## src/rtl/mem_arbiter.sv

```systemverilog
// Two-requester memory arbiter: a fetch port (I) and a data port (D) share one
// memory with a fixed access length of LAT cycles and fair round-robin on ties.
module mem_arbiter #(
   parameter int unsigned LAT = 2
) (
   input  logic        clk,
   input  logic        rst,
   input  logic        IReq,
   input  logic [15:0] IAddr,
   input  logic        Halt,
   input  logic        DReq,
   input  logic        DWr,
   input  logic [15:0] DAddr,
   input  logic [15:0] DWData,
   input  logic [15:0] MemRData,
   output logic [15:0] IData,
   output logic        IDone,
   output logic        IStall,
   output logic [15:0] DRData,
   output logic        DDone,
   output logic        DStall,
   output logic        MemEn,
   output logic        MemWr,
   output logic [15:0] MemAddr,
   output logic [15:0] MemWData,
   output logic        err
);

   localparam int unsigned CW = 3;

   typedef enum logic [1:0] {
      IDLE   = 2'd0,
      BUSY_I = 2'd1,
      BUSY_D = 2'd2
   } state_t;

   state_t          state;
   logic [CW-1:0]   cnt;
   logic            last_grant;   // 1 = data port was granted most recently
   logic            wr_q;

   logic            cand_i;
   logic            cand_d;
   logic            blocked;
   logic            grant_i;
   logic            grant_d;
   logic [15:0]     grant_addr;

   // Grant selection: data wins unless both compete and data went last.
   assign cand_i     = IReq & ~Halt;
   assign cand_d     = DReq;
   assign blocked    = IDone | DDone;
   assign grant_d    = (state == IDLE) & ~blocked & cand_d & (~cand_i | ~last_grant);
   assign grant_i    = (state == IDLE) & ~blocked & cand_i & (~cand_d | last_grant);
   assign grant_addr = grant_d ? DAddr : IAddr;

   assign IStall = IReq & ~IDone;
   assign DStall = DReq & ~DDone;

   // Arbiter FSM with registered memory strobes, data capture and done pulses.
   always_ff @(posedge clk or posedge rst) begin
      if (rst) begin
         state      <= IDLE;
         cnt        <= '0;
         last_grant <= 1'b0;
         wr_q       <= 1'b0;
         MemEn      <= 1'b0;
         MemWr      <= 1'b0;
         MemAddr    <= 16'h0000;
         MemWData   <= 16'h0000;
         IData      <= 16'h0000;
         DRData     <= 16'h0000;
         IDone      <= 1'b0;
         DDone      <= 1'b0;
         err        <= 1'b0;
      end else begin
         IDone <= 1'b0;
         DDone <= 1'b0;
         err   <= 1'b0;
         case (state)
            IDLE: begin
               MemEn <= 1'b0;
               MemWr <= 1'b0;
               if (grant_d | grant_i) begin
                  last_grant <= grant_d;
                  MemAddr    <= grant_addr;
                  if (grant_d) begin
                     MemWData <= DWData;
                     wr_q     <= DWr;
                  end else begin
                     wr_q     <= 1'b0;
                  end
                  // Odd addresses never reach memory; complete at once with zero data.
                  if (grant_addr[0]) begin
                     err <= 1'b1;
                     if (grant_d) begin
                        DDone  <= 1'b1;
                        DRData <= 16'h0000;
                     end else begin
                        IDone  <= 1'b1;
                        IData  <= 16'h0000;
                     end
                  end else begin
                     cnt   <= CW'(LAT - 1);
                     MemEn <= 1'b1;
                     MemWr <= grant_d & DWr;
                     state <= grant_d ? BUSY_D : BUSY_I;
                  end
               end
            end
            BUSY_I, BUSY_D: begin
               if (cnt != '0) begin
                  cnt <= cnt - CW'(1);
               end else begin
                  MemEn <= 1'b0;
                  MemWr <= 1'b0;
                  state <= IDLE;
                  if (state == BUSY_I) begin
                     IData <= MemRData;
                     IDone <= 1'b1;
                  end else begin
                     if (!wr_q) begin
                        DRData <= MemRData;
                     end
                     DDone <= 1'b1;
                  end
               end
            end
            default: begin
               state <= IDLE;
               MemEn <= 1'b0;
               MemWr <= 1'b0;
            end
         endcase
      end
   end

endmodule

```

## config.mk

```make
export PLATFORM = sky130hd
export DESIGN_NAME = mem_arbiter
export DESIGN_NICKNAME = d
export VERILOG_FILES = /design/src/rtl/mem_arbiter.sv
export SDC_FILE = /design/constraint.sdc
export NUM_CORES = 1
export LEC_CHECK = 0
export ABC_AREA = 1
export BUFFER_PORTS_ARGS = -buffer_cell sky130_fd_sc_hd__buf_2
export CORE_ASPECT_RATIO = 0.8
export CORE_MARGIN = 1
export CORE_UTILIZATION = 49
export DETAILED_ROUTE_END_ITERATION = 7
export PLACE_DENSITY = 0.91
export SYNTH_ARGS = -nofsm -noshare
export SYNTH_HDL_FRONTEND = slang
export SYNTH_SLANG_ARGS = --single-unit
```

## constraint.sdc

```tcl
create_clock -name clk -period 2.8 [get_ports clk]
set_input_delay 0.28 -clock clk [delete_from_list [all_inputs] [get_ports clk]]
set_output_delay 0.28 -clock clk [all_outputs]
set_load 0.005 [all_outputs]
```

==> impl_metrics.yaml <==
status:
  status: "finished, final reports clean"
timing:
  clock.fmax_mhz: 417
  fin_skew_ps: 11.9
  hold_ws_ps: 125
  hold_viol_final: 0
  finalCritPeriodShare_pct: 85.6
  slew_viol_final: 0
  tns_ps: 0
  tightest_slew_ps: 557
  fin_ws_ps: 403
  rsz0062_at_grt: "no"
  finalSetupViolCount: 0
  min_period_ps: 2400
  slew-limit-headroom_pct: 62.7
clock_tree:
  cts_resized: 0
  post-cts-setup-buffer-count: 0
  path_clk_slew_ps: 80
  clock_latency_ps: 340
  cts_tree: "done"
  htree_levels: 3
  clock-root-buffer: "clkbuf_8"
  clkSinkCount: 76
  hold_buffers: 1
  numCtsBuffers: 9
  cts.path.max_buffers: 2
logic_synthesis:
  synth.avg_cell_area_sq_um: 8.27
  yosysTopAreaCell: "dfrtp_1"
  ys_seq_area_share_pct: 53.1
  synth_top_cell_area_share_pct: 53.1
  synth.top_cells.by_area: "dfrtp_1 53%, nand2_1 18%, nand4_1 6.6%"
  ys_seq_elements: 76
  synthesis.nets: 509
  synth_cell_type_count: 20
  yosys_warnings: 0
  synthesis.instances: 433
  synth_area_sq_um: 3580
placement:
  gp_congestion: 0.906
  port_buffers: 140
  placed_cells: 646
  hpwlAfterDp_microns: 6540
  place_ws_ps: 514
worst_hold_path:
  hold_path_end: "MemWData[7]"
  hold_depth: 3
  hold_start: "DWData[7]"
  hold_class: "in2reg"
setup_path:
  rr_worst_depth: 10
  critical_path.cell_chain: "inv_1 -> ha_1 -> inv_2 -> nor2_2 -> nand3_1 -> nand2_1 -> clkinv_1 -> nand3_4 -> nand2_1 -> nand2_1"
  path_max_fanout: 17
  ff2ff_setup_slack_ps: 400
  worst_path_most_repeated_cell: "nand2_1"
  critPathSlowestCell: "clkinv_1"
  path_buf_inv: 3
  cpPeakStageDelay_ps: 450
  required_ps: 3080
  cp-start-kind: "flop"
  crit_family: "simple AND/OR/NAND/NOR gates"
  crit-reg2reg-launch: "state[0]"
  crit_type: "reg2reg"
  crit_path_end_kind: "flop"
  r2r-end: "IData[15]"
  critical_path_arrival_ps: 2670
floorplan:
  dieArea_sq_um: 7650
  core.rowCount: 27
  initial_core_util_pct: 51.4
  fp.coreArea_sq_um: 6960
  ios: 141
  die_y_microns: 78.5
  die_w_microns: 97.6
layout:
  drive_above_1_share_pct: 30.4
  layout_common_cells: "172 x nand2_1, 140 x buf_2, 76 x dfrtp_1, 38 x nand4_1, 34 x a21oi_1"
  area_delta_synth_final_pct: 26.1
  final_common_cell: "nand2_1"
  antenna_cells: 0
  final_cells: 663
  fin_nets: 647
power_and_ir_drop:
  p_leak_nw: 2.65
  peakVddDrop_v: 0.000426
  p_per_area_nw_per_um2: 1150
grt:
  grt_pass1_vias: 3189
  track_usage_pct: 24.0
  grt-ovfl-total: 0
  grt_pass1_wl_microns: 14700
  grt_max_degree: 35
  antenna_found_initial: 0
route:
  vias_per_cell: 5.18
  antenna_left: 0
  drtIter0Drc: 250
  dr.pass1.iters: 5
  via_count: 3436
  drc: 0
  routedWlPerCell_microns: 13.5
  wl_microns: 8970
run:
  maxCapViolCount: 0
## cell usage after synthesis (all sizes together)
cell,count
ha,6
clkinv,3
nor2,24
nand3,17
o21ai,2
a21oi,36
or2,1
a32o,1
buf,18
nand2,172
dfrtp,76
clkbuf,6
nand4,38
inv,33
## routing by layer
metal  share of wire [%]  vias to the layer above  GRT usage, %  wire length [microns]
met3                 6.6                       16          5.16                    591
met4                 1.5                        0          8.82                    134
li1                    -                     1668             -                      -
met2                  48                      157          40.9                   4330
met1                  44                     1595          30.3                   3910
met5                   0                        -             0                      0
## worst register-to-register path, stage by stage, from the launching register on
cell and delay [ps]:
dfrtp_1 420, inv_1 100, ha_1 260, inv_2 70, nor2_2 80, nand3_1 240, nand2_1 160, clkinv_1 450
nand3_4 400, nand2_1 90, nand2_1 80
## registers in the layout, summed over array words and instances, names as in the netlist
name / flops
last_grant: 1
MemWData: 16
DRData: 16
DDone: 1
MemWr: 1
IDone: 1
cnt: 3
state: 2
MemAddr: 16
err: 1
IData: 16
wr_q: 1
MemEn: 1
## worst max path at each step
stage | startpoint | endpoint | slack, ps | depth (start not counted)
after global routing | state[1] | IData[15] | 160 | 10
after detailed placement | state[0] | IData[6] | 510 | 10
after CTS | state[1] | IData[15] | 460 | 10
after floorplan | rst | DDone | 580 | 1
final | state[0] | IData[15] | 400 | 10
after global placement | state[0] | state[0] | 570 | 10
## final cells by class
class / count / area [sq um]
Clock buffer: 10 / 138
Clock inverter: 6 / 40.0
Fill cell: 586 / 2450
Inverter: 36 / 136
Multi-Input combinational cell: 297 / 1400
Sequential cell: 76 / 1900
Tap cell: 87 / 109
Timing Repair Buffer: 151 / 786
## power breakdown
group,internal [mW],leakage (nW),switching [mW]
registers,1.53,0.965,0.234
logic,0.916,1.61,1.79
clock network,0.342,0.0803,0.389
total,2.79,2.65,2.41
## per-stage QoR
stage	utilization (%)	area (sq um)	power, mW
after floorplan	-	3580	3.64
after global placement	62.2	4330	4.31
after detailed placement	62.2	4330	4.44
after CTS	64.9	4510	5.20
after global routing	64.9	4510	5.65
final	64.9	4510	5.20
## cells by family after synthesis
kind of cell | after synthesis | share of synthesized area [%]
simple gates | 252 | 30.9
compound gates | 39 | 6.22
flops | 76 | 53.1
fa+ha+maj | 6 | 2.10
buf+inv | 60 | 7.69
No activity file was read; power rests on OpenSTA's default activity.
